### src/rtl/csr_pkg.sv
`default_nettype none
// ============================================================================
// Module  : csr_pkg
// Brief   : Shared CSR indices, addresses, op encodings and FSM states.
// Revision: 1.0
// ============================================================================
package csr_pkg;

    localparam logic [2:0] IDX_NONE    = 3'd0;
    localparam logic [2:0] IDX_MEPC    = 3'd1;
    localparam logic [2:0] IDX_MSTATUS = 3'd2;
    localparam logic [2:0] IDX_MCAUSE  = 3'd3;
    localparam logic [2:0] IDX_MTVEC   = 3'd4;

    localparam logic [11:0] ADDR_MEPC    = 12'h341;
    localparam logic [11:0] ADDR_MSTATUS = 12'h300;
    localparam logic [11:0] ADDR_MCAUSE  = 12'h342;
    localparam logic [11:0] ADDR_MTVEC   = 12'h305;

    localparam logic [2:0] OP_CSRRW = 3'd0;
    localparam logic [2:0] OP_CSRRS = 3'd1;
    localparam logic [2:0] OP_CSRRC = 3'd2;
    localparam logic [2:0] OP_ECALL = 3'd3;
    localparam logic [2:0] OP_MRET  = 3'd4;

    localparam int MSTATUS_MIE    = 3;
    localparam int MSTATUS_MPIE   = 7;
    localparam int MSTATUS_MPP_LO = 11;
    localparam int MSTATUS_MPP_HI = 12;

    typedef enum logic [2:0] {
        IDLE  = 3'd0,
        RD    = 3'd1,
        WR    = 3'd2,
        E_WR  = 3'd3,
        E_VEC = 3'd4,
        M_RD  = 3'd5,
        M_WR  = 3'd6,
        ILL   = 3'd7
    } state_t;

endpackage
`default_nettype wire

### src/rtl/csr_addr_decode.sv
`default_nettype none
// ============================================================================
// Module  : csr_addr_decode
// Brief   : Maps a 12-bit architectural CSR address to a CSR file index.
// Revision: 1.0
// ============================================================================
module csr_addr_decode
    import csr_pkg::*;
(
    input  logic [11:0] addr,
    output logic [2:0]  idx,
    output logic        hit
);

    always_comb begin
        idx = IDX_NONE;
        hit = 1'b0;
        case (addr)
            ADDR_MEPC:    begin idx = IDX_MEPC;    hit = 1'b1; end
            ADDR_MSTATUS: begin idx = IDX_MSTATUS; hit = 1'b1; end
            ADDR_MCAUSE:  begin idx = IDX_MCAUSE;  hit = 1'b1; end
            ADDR_MTVEC:   begin idx = IDX_MTVEC;   hit = 1'b1; end
            default:      begin idx = IDX_NONE;    hit = 1'b0; end
        endcase
    end

endmodule
`default_nettype wire

### src/rtl/csr_access_unit.sv
`default_nettype none
// ============================================================================
// Module  : csr_access_unit
// Brief   : Sequences CSR/ECALL/MRET requests onto a 1R/2W CSR file.
// Revision: 1.0
// ============================================================================
module csr_access_unit
    import csr_pkg::*;
#(
    parameter int              XLEN         = 64,
    parameter logic [XLEN-1:0] MCAUSE_ECALL = {{(XLEN-4){1'b0}}, 4'd11}
) (
    input  logic            clk,
    input  logic            reset,
    input  logic            req_valid,
    output logic            req_ready,
    input  logic [2:0]      req_op,
    input  logic [11:0]     req_csr,
    input  logic [XLEN-1:0] req_src,
    input  logic            req_src_zero,
    input  logic [XLEN-1:0] req_pc,
    output logic            resp_valid,
    output logic [XLEN-1:0] resp_rdata,
    output logic            resp_redirect,
    output logic [XLEN-1:0] resp_pc,
    output logic            resp_illegal,
    output logic [2:0]      csr_raddr,
    input  logic [XLEN-1:0] csr_rdata,
    output logic [2:0]      csr_waddr1,
    output logic [XLEN-1:0] csr_wdata1,
    output logic            csr_wen1,
    output logic [2:0]      csr_waddr2,
    output logic [XLEN-1:0] csr_wdata2,
    output logic            csr_wen2
);

    state_t          r_state;
    state_t          w_next;
    logic [2:0]      r_op;
    logic [2:0]      r_idx;
    logic [XLEN-1:0] r_src;
    logic            r_src_zero;
    logic [XLEN-1:0] r_pc;
    logic [XLEN-1:0] r_old;

    logic [2:0]      w_dec_idx;
    logic            w_dec_hit;
    logic            w_accept;
    logic [XLEN-1:0] w_csr_new;
    logic [XLEN-1:0] w_mret_mstatus;
    logic            w_wen1;
    logic            w_wen2;

    csr_addr_decode u_decode (
        .addr (req_csr),
        .idx  (w_dec_idx),
        .hit  (w_dec_hit)
    );

    assign req_ready = (r_state == IDLE) && !reset;
    assign w_accept  = req_valid && req_ready;

    always_ff @(posedge clk) begin
        if (reset) begin
            r_state    <= IDLE;
            r_op       <= 3'd0;
            r_idx      <= IDX_NONE;
            r_src      <= '0;
            r_src_zero <= 1'b0;
            r_pc       <= '0;
            r_old      <= '0;
        end else begin
            r_state <= w_next;
            if (w_accept) begin
                r_op       <= req_op;
                r_idx      <= w_dec_idx;
                r_src      <= req_src;
                r_src_zero <= req_src_zero;
                r_pc       <= req_pc;
            end
            if (r_state == RD || r_state == M_RD) begin
                r_old <= csr_rdata;
            end
        end
    end

    always_comb begin
        w_next = r_state;
        case (r_state)
            IDLE: begin
                if (w_accept) begin
                    case (req_op)
                        OP_CSRRW, OP_CSRRS, OP_CSRRC: w_next = w_dec_hit ? RD : ILL;
                        OP_ECALL:                     w_next = E_WR;
                        OP_MRET:                      w_next = M_RD;
                        default:                      w_next = ILL;
                    endcase
                end
            end
            RD:      w_next = WR;
            E_WR:    w_next = E_VEC;
            M_RD:    w_next = M_WR;
            default: w_next = IDLE;
        endcase
    end

    always_comb begin
        w_csr_new = r_src;
        case (r_op)
            OP_CSRRS: w_csr_new = r_old | r_src;
            OP_CSRRC: w_csr_new = r_old & ~r_src;
            default:  w_csr_new = r_src;
        endcase
    end

    always_comb begin
        w_mret_mstatus                                = r_old;
        w_mret_mstatus[MSTATUS_MIE]                   = r_old[MSTATUS_MPIE];
        w_mret_mstatus[MSTATUS_MPIE]                  = 1'b1;
        w_mret_mstatus[MSTATUS_MPP_HI:MSTATUS_MPP_LO] = 2'b11;
    end

    always_comb begin
        csr_raddr     = IDX_NONE;
        csr_waddr1    = IDX_NONE;
        csr_wdata1    = '0;
        w_wen1        = 1'b0;
        csr_waddr2    = IDX_NONE;
        csr_wdata2    = '0;
        w_wen2        = 1'b0;
        resp_valid    = 1'b0;
        resp_rdata    = '0;
        resp_redirect = 1'b0;
        resp_pc       = '0;
        resp_illegal  = 1'b0;
        case (r_state)
            RD: csr_raddr = r_idx;
            WR: begin
                resp_valid = 1'b1;
                resp_rdata = r_old;
                csr_waddr1 = r_idx;
                csr_wdata1 = w_csr_new;
                // Set/clear with an x0/zero source must not write (side-effect free read).
                w_wen1     = !(((r_op == OP_CSRRS) || (r_op == OP_CSRRC)) && r_src_zero);
            end
            E_WR: begin
                csr_waddr1 = IDX_MEPC;
                csr_wdata1 = r_pc;
                w_wen1     = 1'b1;
                csr_waddr2 = IDX_MCAUSE;
                csr_wdata2 = MCAUSE_ECALL;
                w_wen2     = 1'b1;
            end
            E_VEC: begin
                csr_raddr     = IDX_MTVEC;
                resp_valid    = 1'b1;
                resp_redirect = 1'b1;
                resp_pc       = {csr_rdata[XLEN-1:2], 2'b00};
            end
            M_RD: csr_raddr = IDX_MSTATUS;
            M_WR: begin
                csr_waddr1    = IDX_MSTATUS;
                csr_wdata1    = w_mret_mstatus;
                w_wen1        = 1'b1;
                csr_raddr     = IDX_MEPC;
                resp_valid    = 1'b1;
                resp_redirect = 1'b1;
                resp_pc       = csr_rdata;
            end
            ILL: begin
                resp_valid   = 1'b1;
                resp_illegal = 1'b1;
            end
            default: ;
        endcase
    end

    // Write enables are squashed combinationally so a reset in any state blocks the commit.
    assign csr_wen1 = w_wen1 && !reset;
    assign csr_wen2 = w_wen2 && !reset;

endmodule
`default_nettype wire

### config.mk
export PLATFORM = sky130hd
export DESIGN_NAME = csr_access_unit
export DESIGN_NICKNAME = d
export VERILOG_FILES = /design/src/rtl/csr_pkg.sv /design/src/rtl/csr_addr_decode.sv /design/src/rtl/csr_access_unit.sv
export SDC_FILE = /design/constraint.sdc
export NUM_CORES = 1
export LEC_CHECK = 0
export ABC_AREA = 1
export CAP_MARGIN = 20
export CORE_AREA = 2 2 190 192
export CTS_CLUSTER_DIAMETER = 150
export DETAILED_ROUTE_END_ITERATION = 7
export DIE_AREA = 0 0 192 194
export GPL_ROUTABILITY_DRIVEN = 0
export PLACE_DENSITY = 0.6
export SYNTH_ARGS = -nofsm -noshare
export SYNTH_HDL_FRONTEND = slang
export SYNTH_SLANG_ARGS = --single-unit
### constraint.sdc
create_clock -name clk -period 1.5 [get_ports clk]
set_input_delay 0.225 -clock clk [delete_from_list [all_inputs] [get_ports clk]]
set_output_delay 0.225 -clock clk [all_outputs]
set_load 0.01 [all_outputs]
==> Word-level counts from Yosys, hierarchy flattened <==
Index checks and enable logic that the tools add are counted.
{ "word_totals": {"input_bits": 211, "ff_bits": 202, "ram_bits": 0, "mem_bits_ro": 0, "latch_bits": 0, "output_inout_bits": 271, "mem_count": 0, "elab_cells": 63} }
{ "classes": {"div_mod_pow": 0, "bitwise_logic": 3, "mux": 19, "shift": 0, "n_addsub": 0, "order_cmp": 0, "n_mul": 0, "eq_ne": 18, "n_reduce_logical": 16} }
{ "op_table": {"columns": ["op", "count"], "rows": [
  ["64-bit one-hot mux with 2 select lines", 2],
  ["64-bit one-hot mux with 3 select lines", 1],
  ["64-bit bitwise AND", 1],
  ["64-bit 2-to-1 mux", 1],
  ["64-bit NOT", 1],
  ["64-bit OR", 1],
  ["12-bit by 10-bit equality test with 1-bit output (second input constant)", 4],
  ["3-bit one-hot mux with 4 select lines", 3],
  ["3-bit one-hot mux with 3 select lines", 2],
  ["3-bit by 2-bit equality test with 1-bit output (second input constant)", 5],
  ["3-bit equality test (second input constant)", 5],
  ["3-bit by 1-bit equality test with 1-bit output (second input constant)", 3],
  ["4-bit OR reduction", 2],
  ["3-bit logical NOT", 2],
  ["3-bit 2-to-1 mux", 2],
  ["1-bit logical AND", 5],
  ["1-bit 2-to-1 mux", 5],
  ["4-bit 2-to-1 mux", 1],
  ["2-bit OR reduction", 2],
  ["3-bit OR reduction", 1],
  ["1-bit logical NOT", 2],
  ["1-bit logical OR", 2],
  ["2-bit 2-to-1 mux", 1],
  ["2-bit != test (second input constant)", 1],
  ["1-bit one-hot mux with 2 select lines", 1]
]} }

==> Logic depth before layout (Yosys ltp) <==
{ "depth": {"word_depth": 7, "ltp_mapped": 9, "depth_no_buf": 8} }

==> By module <==
A second synthesis with hierarchy kept.
{ "hier_totals": {"cells_unflattened": 2117, "hier_area_um2": 12234.2} }
{ "by_module_without_submodules": {"columns": ["module", "seq_area_each_um2", "area_per_inst_um2", "instances", "cells_each"], "rows": [
  ["csr_access_unit", 4043.9, 12061.6, 1, 2077],
  ["csr_addr_decode", 0.0, 172.7, 1, 40]
]} }

==> Worst setup path after synthesis <==
Ideal clock, no wire load.
{ "synth_path": {"kind": "reg-to-output", "from": "reg r_state[1]", "to": "out csr_wdata1[54]", "stages_incl_launch_ff": 6, "path_slack_ns": -0.079, "arrival_time_ns": 1.354, "n_path_buf": 1, "required_time_ns": 1.275, "path_cell_list": "dfxtp_1 inv_1 nor3_4 clkbuf_1 nand2_1 o211ai_1"} }
{ "synth_via": {"elab_chain_len": 2, "elab_cells_between_ends": 4, "cone_classes": "3 x eq/ne; 1 x mux"} }
{ "synth_rtl": {"columns": ["item", "line", "text"], "rows": [
  ["start: declaration", "csr_access_unit.sv:37", "state_t r_state;"],
  ["start signal: assignment", "csr_access_unit.sv:73", "r_state <= w_next;"],
  ["3-bit equality test or 3-bit by 2-bit equality test with 1-bit output (tied branches)", "csr_access_unit.sv:136", "case (r_state)"],
  ["64-bit one-hot mux with 3 select lines *", "csr_access_unit.sv:136", null],
  ["end: declaration", "csr_access_unit.sv:30", "output logic [XLEN-1:0] csr_wdata1,"]
]} }
Mark *: on every way between the ends. The rest lies on a longest branch, timed or not.

==> Worst setup path in the final report <==
{ "layout_path": {"from": "reg r_op[1]", "to": "out csr_wdata1[63]"} }
{ "layout_via": {"elab_chain_len": 3, "elab_cells_between_ends": 4, "cone_classes": "2 x eq/ne; 2 x mux"} }
{ "layout_rtl": {"columns": ["item", "line", "text"], "rows": [
  ["start: declaration", "csr_access_unit.sv:39", "logic [2:0] r_op;"],
  ["start signal: assignment", "csr_access_unit.sv:75", "r_op <= req_op;"],
  ["3-bit by 2-bit equality test with 1-bit output or 3-bit by 1-bit equality test with 1-bit output (tied branches)", "csr_access_unit.sv:109", "case (r_op)"],
  ["64-bit one-hot mux with 2 select lines *", "csr_access_unit.sv:109", null],
  ["64-bit one-hot mux with 3 select lines *", "csr_access_unit.sv:136", null]
]} }
Marked as above.

==> flow_summary_export.csv <==
group,metric,value,unit
critical_path,max_stage_delay,0.34,ns
cells_and_area,fin_cells,2642,
critical_path,path_class,"flop to output pin",
cells_and_area,final_nets,2375,
power,p_comb_share,36.3,%
global_routing,gr-usage-met1,30.97,%
clocking,cts_root_buf,"clkbuf_16",
floorplanning,pin_count,482,
detailed_routing,drc,0,
detailed_routing,firstDrtPassIters,4,
sta,worst_pin_slew,0.8586,ns
floorplanning,dieArea,37250,sq um
detailed_routing,ant_nets,0,
run_status,outcome,"complete, but fails checks",
critical_path,worstPathMaxFanout,8,
floorplanning,start_util,29.47,%
run_status,violations,"negative setup slack",
global_routing,met3_usage,4.308,%
global_routing,antenna_found_initial,1,
critical_path,cp-start-kind,"flop",
sta,setup-violations-final,410,
place,dp_cells,2472,
clocking,cts_tree,"done",
logic_synthesis,avgSynthCellArea,6.911,sq um
sta,report.final.slew_viol_count,0,
cells_and_area,multi_input_area,5733,sq um
power,ir_drop,0.7846,mV
floorplanning,die_y,194,um
floorplanning,core_area,35220,sq um
floorplanning,die_w,192,um
clocking,ctsHoldBuffers,0,
detailed_routing,drt-wirelength-per-cell,19.80,um
sta,hold_viol,0,
sta,worst_slack,-0.8680,ns
floorplanning,rows,69,
clocking,cts_num_sinks,202,
sta,period_minus_slack,2.368,ns
clocking,clock_latency,0.52,ns
detailed_routing,totalWireLength,52.31,mm
power,power_per_cell_area,967.9,nW/um^2
critical_path,crit_path_top_delay_cell,"dfxtp_2",
sta,finalCritPeriodShare,157.9,%
place,hpwl,30.76,mm
global_routing,grt_overflow,0,
critical_path,crit_arrival,2.14,ns
place,port_buffers,419,
power,p_sw_share,32.61,%
cells_and_area,fillers,3252,
power,p_seq_share,32.5,%
power,p_int,12.85,mW
logic_synthesis,synth.distinct_cells,29,
global_routing,grt_max_degree,85,
clocking,clk_path_buf_depth,3,
detailed_routing,viasPerCell,4.916,
cells_and_area,seq_area,4054,sq um
run,max-cap-violations,0,
power,p_sw,6.218,mW
sta,rsz0062_at_grt,"yes",
min_path,holdCritPathClass,"primary input to flop",
clocking,worst_setup_hold_path_clk_slew,0.06,ns
clocking,numCtsBuffers,25,
logic_synthesis,ys_ff_latch,202,
critical_path,path_cells,"inv_2 > nor3_4 > buf_6 > inv_8 > buf_12 > buf_12 > o211ai_1 > o211ai_1 > buf_2",
cells_and_area,final_cell_mix,"inv_1 (210), clkdlybuf4s50_1 (210), dfxtp_1 (196), nand2_1 (193), buf_4 (187)",
global_routing,grt_use_total,25.30,%
detailed_routing,drt_iter0_drc,612,
logic_synthesis,synth_cells,1502,
critical_path,crit_path_end_kind,"output pin",
global_routing,busiest_layer,"met2",
clocking,cts-htree-levels,1,
logic_synthesis,synth_area,10380,sq um
detailed_routing,vias,12990,
cells_and_area,drive_gt1_share,36.70,%
sta,fmax,422.3,MHz
critical_path,ff2ff_path_depth,7,
sta,slew-limit-headroom,42.76,%
min_path,min_path_cells,3,
critical_path,worstPathRequired,1.27,ns
power,pwr-share-clk,31.1,%
global_routing,grt_pass1_vias,12370,
sta,finClkSkew,0.01272,ns
cells_and_area,area_growth,89.77,%
sta,whs,0.2418,ns
global_routing,grt_pass1_wl,72.43,mm
power,p_leak,8.587,nW
logic_synthesis,yosys_warnings,0,
global_routing,met2_usage,43.28,%
logic_synthesis,ys_seq_area_share,38.96,%
[registers in the layout, summed over array words and instances (netlist names)]
signal,flops
r_idx,3
r_pc,64
r_src,64
r_src_zero,1
r_old,64
r_op,3
r_state,3
[through the flow]
stage               worst slack [ns]  utilization (%)  area (sq um)   TNS, ns  total power, mW
floorplan                  -0.008676                -         10620  -0.01480            8.368
global placement             -0.7289            46.29         16300   -154.46            10.82
detailed placement           -0.6954            46.29         16300   -152.65            10.87
CTS                          -0.8472            52.10         18350   -167.07            18.15
global route                 -0.9422            55.92         19700   -226.59            19.88
finish                       -0.8680            55.92         19700   -194.20            19.06
[power groups by stage]
stage | logic (mW) | registers (mW) | clock network, mW
after global placement | 4.55 | 6.27 | 0
after CTS | 5.91 | 6.18 | 6.06
final | 6.93 | 6.20 | 5.94
after global routing | 7.35 | 6.25 | 6.28
after detailed placement | 4.58 | 6.28 | 0
after floorplan | 2.14 | 6.23 | 0
[worst paths after layout]
path,from,end,slack (ns)
max,r_op[1],csr_wdata1[63],-0.87
min,req_pc[10],r_pc[10],0.24
max reg2reg,r_state[1],r_state[2],-0.56
min reg2reg,r_pc[12],r_pc[12],0.46
[cell usage after synthesis (all sizes together)]
library cell | n | area [sq um]
o22ai | 1 | 6.260
conb | 1 | 3.750
dfxtp | 202 | 4044
clkinv | 1 | 3.750
a31oi | 2 | 12.51
nor2 | 147 | 566.8
o21bai | 2 | 15.01
nor3 | 3 | 31.28
a21boi | 1 | 7.510
o21ai | 206 | 1031
buf | 123 | 823.3
nand2 | 200 | 753.2
clkbuf | 54 | 207.7
nand3 | 68 | 340.3
a21oi | 140 | 730.7
nand4 | 2 | 12.51
o211ai | 128 | 960.9
inv | 221 | 829.5
[kinds of logic (layout without fill, tap and decap cells)]
logic type             after synthesis  in the layout  synth area share [%]
flip-flops                         202            202                 38.96
other                                1             63               0.03613
AO/OA/AOI/OAI                      480            480                 26.63
AND/OR/NAND/NOR                    420            420                 16.42
buffers and inverters              399           1016                 17.96
[repair_timing]
item                       CTS  global route
pin swaps                   22            56
buffers inserted            56            50
setup endpoints to repair  406           411
resized for setup          970           431
gates cloned                21             9
[final cells by class]
| type | count | share of cell area (%) |
|---|---|---|
| Timing Repair inverter | 1 | 0.04446 |
| Sequential cell | 202 | 20.58 |
| Antenna cell | 1 | 0.01270 |
| Clock buffer | 37 | 3.760 |
| Inverter | 222 | 4.478 |
| Timing Repair Buffer | 750 | 38.80 |
| Multi-Input combinational cell | 962 | 29.11 |
| Clock inverter | 6 | 0.2922 |
| Tap cell | 461 | 2.928 |
[critical path: cells and delay by family, from the launching register on]
family          cells  cell delay, ns
buf+inv             6            0.69
compound gates      2            0.31
simple gates        1            0.26
flops               1            0.34
[layer usage]
| metal | part of all wire [%] | vias to the layer above |
|---|---|---|
| met4 | 4.5 | 0 |
| met1 | 40 | 6153 |
| li1 | - | 6131 |
| met2 | 49 | 582 |
| met3 | 7.1 | 123 |
| met5 | 0 | - |
No activity file was read; power rests on OpenSTA's default activity.
==> edit 1 (same settings) <==
Change the parameter `XLEN` from 64 to 68.
--- a/src/rtl/csr_access_unit.sv
+++ b/src/rtl/csr_access_unit.sv
@@ -8,5 +8,5 @@
     import csr_pkg::*;
 #(
-    parameter int              XLEN         = 64,
+    parameter int              XLEN         = 68,
     parameter logic [XLEN-1:0] MCAUSE_ECALL = {{(XLEN-4){1'b0}}, 4'd11}
 ) (
Interface: changed (7 resized); port bits go from 482 to 510. The function was not compared with the original's and may differ.
==> edit 1 against the original RTL <==
  * The run still ends with negative setup slack left
  * Final area increased by 4.8%
  * Combinational power rose by 5.1%
  * Wire length grew 1.6%
  * Via count increased by 3.5%
  * Sequential cell count is 12 higher
  * Area after synthesis up 5.0%
  * Power rose by 6.6%
  * Worst setup slack improved by 29 ps
  * Largest cell class unchanged
  * Highest routed layer is now met5
==> edit 1: results (changes against the original RTL) <==
| Metric | Value |
|---|---|
| Leak | `8.95 nW (+4.2%)` |
| Setup slack at placement | `-666 ps (+29.2 ps)` |
| Final setup violation count | `433 (+5.6%)` |
| IR drop worst, VDD | `914 uV (+16%)` |
| Cell count after synthesis | `1,590 (+5.9%)` |
| Yosys warning count | `0 (unchanged)` |
| Largest net degree at the start of global routing | `93 (+9.4%)` |
| Final Skew | `4.90 ps (-7.82 ps)` |
| Status | `finished with violations` |
| Clock root cell | `clkbuf_16` |
| CTS Buffer Depth | `3 (unchanged)` |
| Setup TNS | `-167,930 ps (+26,270 ps)` |
| Drt first pass iters | `5 (+1)` |
| Initial antenna violation count | `2 (+1)` |
| DRT iter0 DRCs | `736 (+20%)` |
| Hpwl dp | `32.4 mm (+5.4%)` |
| Top cells by area, synth | `dfxtp_1, o211ai_1, inv_1` |
| Vias per inst | `4.91 (-0.22%)` |
| EDFF count, synth | `0 (unchanged)` |
| CTS clk-pin slew, worst paths | `60 ps (about the same)` |
| Failing checks | `negative setup slack` |
| Remaining DRCs | `0 (unchanged)` |
| Worst-path fanout max | `9 (+1)` |
| Global routing met1 resource utilization | `31.6% (+0.65 points)` |
| Share of post-route cells with drive strength above 1 | `35.1% (-1.6 points)` |
| Max stage delay on crit path | `330 ps` |
| Tot GR Track Use | `25.8% (+0.52 points)` |
| Critical-path cell with the highest stage delay | `dfxtp_2` |
| Fin nets | `2,482 (+4.5%)` |
| IO buf count | `443 (+5.7%)` |
| Leading cell types by count after synthesis | `inv_1, dfxtp_1, nand2_1` |
| Post-synth ARST share | `0% (unchanged)` |
| Worst skew pair latency | `520 ps (about the same)` |
| Regs by FF count | `r_old (68), r_pc (68), r_src (68)` |
| Fill cells | `3,131 (-3.7%)` |
| Synth cell types | `25 (-14%)` |
| Met3 Use GR | `4.74% (+0.43 points)` |
| First-pass GRT wire length | `74.2 mm (+2.5%)` |
| Worst path arrival time | `2110 ps (-30 ps)` |
| Worst min-delay path category | `primary input to flip-flop` |
| Num CTS Buffers | `26 (+4.0%)` |
| Area post-placement | `17,100 sq um (+4.7%)` |
| Sequential fraction of the synthesis area | `39.3% (+0.34 points)` |
| CP top delay family | `buffers and inverters` |
| Cells after DPL | `2,578 (+4.3%)` |
| Final worst setup slack | `-839 ps (+28.6 ps)` |
| M2 GR Usage | `44.9% (+1.6 points)` |
| H-Tree Depth | `1 (unchanged)` |
| DR WL/cell | `19.4 microns (-2.0%)` |
| Vias in the first global route | `12,900 (+4.2%)` |
| Fin cells | `2,740 (+3.7%)` |
edit 1: changes by cell type after synthesis, sizes merged, moves of 4 or more:
cell    delta
dfxtp     +12
nand2     +12
nor2       +9
o21ai     +13
inv       +12
clkbuf    +13
o211ai     +8
a21oi      +8
nand3      +4
edit 1: kinds of logic (layout without fill, tap and decap cells):
kind of cell	after synthesis	after routing	share of synthesized area, %
compound gates	509	509	26.6
buf+inv	422	1045	17.7
flops	214	214	39.3
simple gates	444	444	16.4
other cells	1	67	0.0344
edit 1: per-layer routing:
layer  up-vias  wire length (microns)  part of all wire [%]
met5         -                     14                 0.026
met4         2                   1960                   3.7
met3       105                   3850                   7.2
met2       564                  26000                    49
met1      6337                  21400                    40
li1       6433                      -                     -
edit 1: worst min-delay path, cell delays in order:
cell             delay, ps
clkdlybuf4s50_1        390
nand2_1                 60
nand2_1                 50
edit 1: timing repair:
item | CTS | global route
buffers inserted | 25 | 64
pin swaps | 37 | 52
cloned | 22 | 10
setup endpoints to repair | 365 | 432
resized for setup | 880 | 573
edit 1: where the power goes:
part	switching, W	leakage, nW	internal (W)
Sequential	0.000277	1.76	0.00629
Combinational	0.00370	6.76	0.00358
Clock	0.00250	0.433	0.00397
Total	0.00647	8.95	0.0138
edit 1: final timing paths:
| path | cells past startpoint | endpoint | start | slack [ps] |
|---|---|---|---|---|
| min reg2reg | 2 | r_pc[36] | r_pc[36] | 460 |
| max reg2reg | 10 | r_old[27] | r_state[0] | -360 |
| min | 3 | r_pc[2] | req_pc[2] | 240 |
| max | 9 | csr_wdata1[17] | r_op[1] | -840 |
edit 1: layout make-up:
class | instances | area share (%)
Antenna cell | 1 | 0.0121
Clock buffer | 42 | 3.89
Sequential cell | 214 | 20.8
Clock inverter | 5 | 0.364
Inverter | 233 | 4.56
Timing Repair inverter | 1 | 0.0970
Timing Repair Buffer | 764 | 38.0
Multi-Input combinational cell | 1019 | 29.4
Tap cell | 461 | 2.80
edit 1: metrics by stage:
stage                     hold WS [ps]  util (%)
after global routing               236      58.6
final                              245      58.6
after CTS                          220      53.5
after floorplan                    335         -
after detailed placement           453      48.4
after global placement             443      48.4
==> edit 2 (same flow settings) <==
Made on the original files. Put a register stage on the output `resp_redirect`, cleared by the reset. The value now appears one clock later. The other outputs are not delayed to match.
--- a/src/rtl/csr_access_unit.sv
+++ b/src/rtl/csr_access_unit.sv
@@ -34,4 +34,6 @@
     output logic            csr_wen2
 );
+
+    logic resp_redirect_d;
 
     state_t          r_state;
@@ -131,5 +133,5 @@
         resp_valid    = 1'b0;
         resp_rdata    = '0;
-        resp_redirect = 1'b0;
+        resp_redirect_d = 1'b0;
         resp_pc       = '0;
         resp_illegal  = 1'b0;
@@ -155,5 +157,5 @@
                 csr_raddr     = IDX_MTVEC;
                 resp_valid    = 1'b1;
-                resp_redirect = 1'b1;
+                resp_redirect_d = 1'b1;
                 resp_pc       = {csr_rdata[XLEN-1:2], 2'b00};
             end
@@ -165,5 +167,5 @@
                 csr_raddr     = IDX_MEPC;
                 resp_valid    = 1'b1;
-                resp_redirect = 1'b1;
+                resp_redirect_d = 1'b1;
                 resp_pc       = csr_rdata;
             end
@@ -180,4 +182,12 @@
     assign csr_wen2 = w_wen2 && !reset;
 
+    always_ff @(posedge clk) begin
+        if (reset) begin
+            resp_redirect <= '0;
+        end else begin
+            resp_redirect <= resp_redirect_d;
+        end
+    end
+
 endmodule
 `default_nettype wire
Formal check against the unedited RTL: not equivalent (Yosys sat finds a counterexample within 4 cycles, from zero or initial values and one cycle with reset high).
==> edit 2 against the original RTL <==
  * The run still ends with negative setup slack left
  * Area after synthesis rose by 0.23%
  * Sequential cell count rose by 1
  * Via count rose by 3.6%
  * Global-route usage rose by 2.0 points
  * Critical path type unchanged
  * Final area rose by 9.0%
  * Worst setup slack got worse by 18 ps
  * Wire length rose by 6.3%
  * Power rose by 7.7%
  * Register-to-register slack improved by 30 ps
  * Sequential share of layout area fell by 1.6 points
  * Count of clock-buffer cells in the layout fell by 1
  * Core utilization rose by 5.0 points
==> edit 2: results (changes against the original RTL) <==
| Metric | Value |
|---|---|
| Status | `finished with violations` |
| Failing checks | `negative setup slack` |
| Area post-placement | `16,300 sq um (-0.28%)` |
| Clk tree area frac | `3.96% (-0.089 points)` |
| Setup slack at placement | `-686 ps (+8.97 ps)` |
| Comb_multi_in | `966 (+0.42%)` |
| NonClk Buf Share | `41.9% (+3.1 points)` |
| Worst-path fanout max | `13 (+5)` |
| Share of post-route cells with drive strength above 1 | `39.5% (+2.8 points)` |
| Hold Startpoint | `req_pc[9]` |
| Final setup violation count | `410 (unchanged)` |
| IR drop worst, VDD | `858 uV (+9.3%)` |
| Drt first pass iters | `6 (+2)` |
| Storage cell area | `4080 sq um (+0.62%)` |
| Max stage delay on crit path | `370 ps (+30 ps)` |
| Final Skew | `7.88 ps (-4.85 ps)` |
| Switching share of total power | `32.3% (-0.28 points)` |
| DRT iter0 DRCs | `840 (+37%)` |
| Clk. pwr | `0.00629 W (+5.9%)` |
| CP startpoint | `r_state[2]` |
| Worst path arrival time | `2160 ps (+20 ps)` |
| Non-clock inverters | `224 (+0.45%)` |
| First-pass GRT wire length | `77.7 mm (+7.2%)` |
| Vias per inst | `4.95 (+0.73%)` |
| Final worst setup slack | `-886 ps (-18.3 ps)` |
| Tot GR Track Use | `27.3% (+2.0 points)` |
| Leading cell types by count after synthesis | `inv_1, dfxtp_1, nand2_1` |
| Leak | `9.28 nW (+8.1%)` |
| Worst Max-Slew Pin Slew | `899 ps (+40.6 ps)` |
| Largest net degree at the start of global routing | `131 (+54%)` |
| Setup TNS | `-225,250 ps (-31,050 ps)` |
| Final Routed Wirelength | `55.6 mm (+6.3%)` |
| Fill cells | `2,986 (-8.2%)` |
| Post-route cell area | `21,500 sq um (+9.0%)` |
| CLK BUF | `36 (-2.7%)` |
| Number of sequential cells | `203 (+0.50%)` |
| Critical-path cell with the highest stage delay | `dfxtp_4` |
| Fraction of area in multi-input gates | `28.1% (-1.0 points)` |
-- edit 2: per-layer routing --
layer  track usage (%)  share of wire (%)
met2              47.7                 50
met3              4.27                7.4
met5                 0              0.023
met4              9.56                4.0
met1              33.7                 39
-- edit 2: timing repair --
item	CTS	global route
gates cloned	46	13
resized for setup	1274	301
endpoints found under the setup margin	410	410
pin swaps	23	53
buffers inserted	102	69
-- edit 2: path summary, 6_finish.rpt --
path / endpoint / slack, ps / cells past startpoint
worst max-delay path: csr_wdata1[45] / -890 / 9
worst min-delay path: r_pc[9] / 240 / 3
worst max register to register: r_pc[49] / -530 / 12
worst min register to register: r_pc[23] / 460 / 2
-- edit 2: logic make-up (layout without fill, tap and decap cells) --
group	count (synthesis)	after routing	synth area share [%]
buf+inv	399	1085	17.9
compound gates	480	480	26.6
other cells	1	64	0.0360
flops	203	203	39.1
simple gates	421	424	16.4
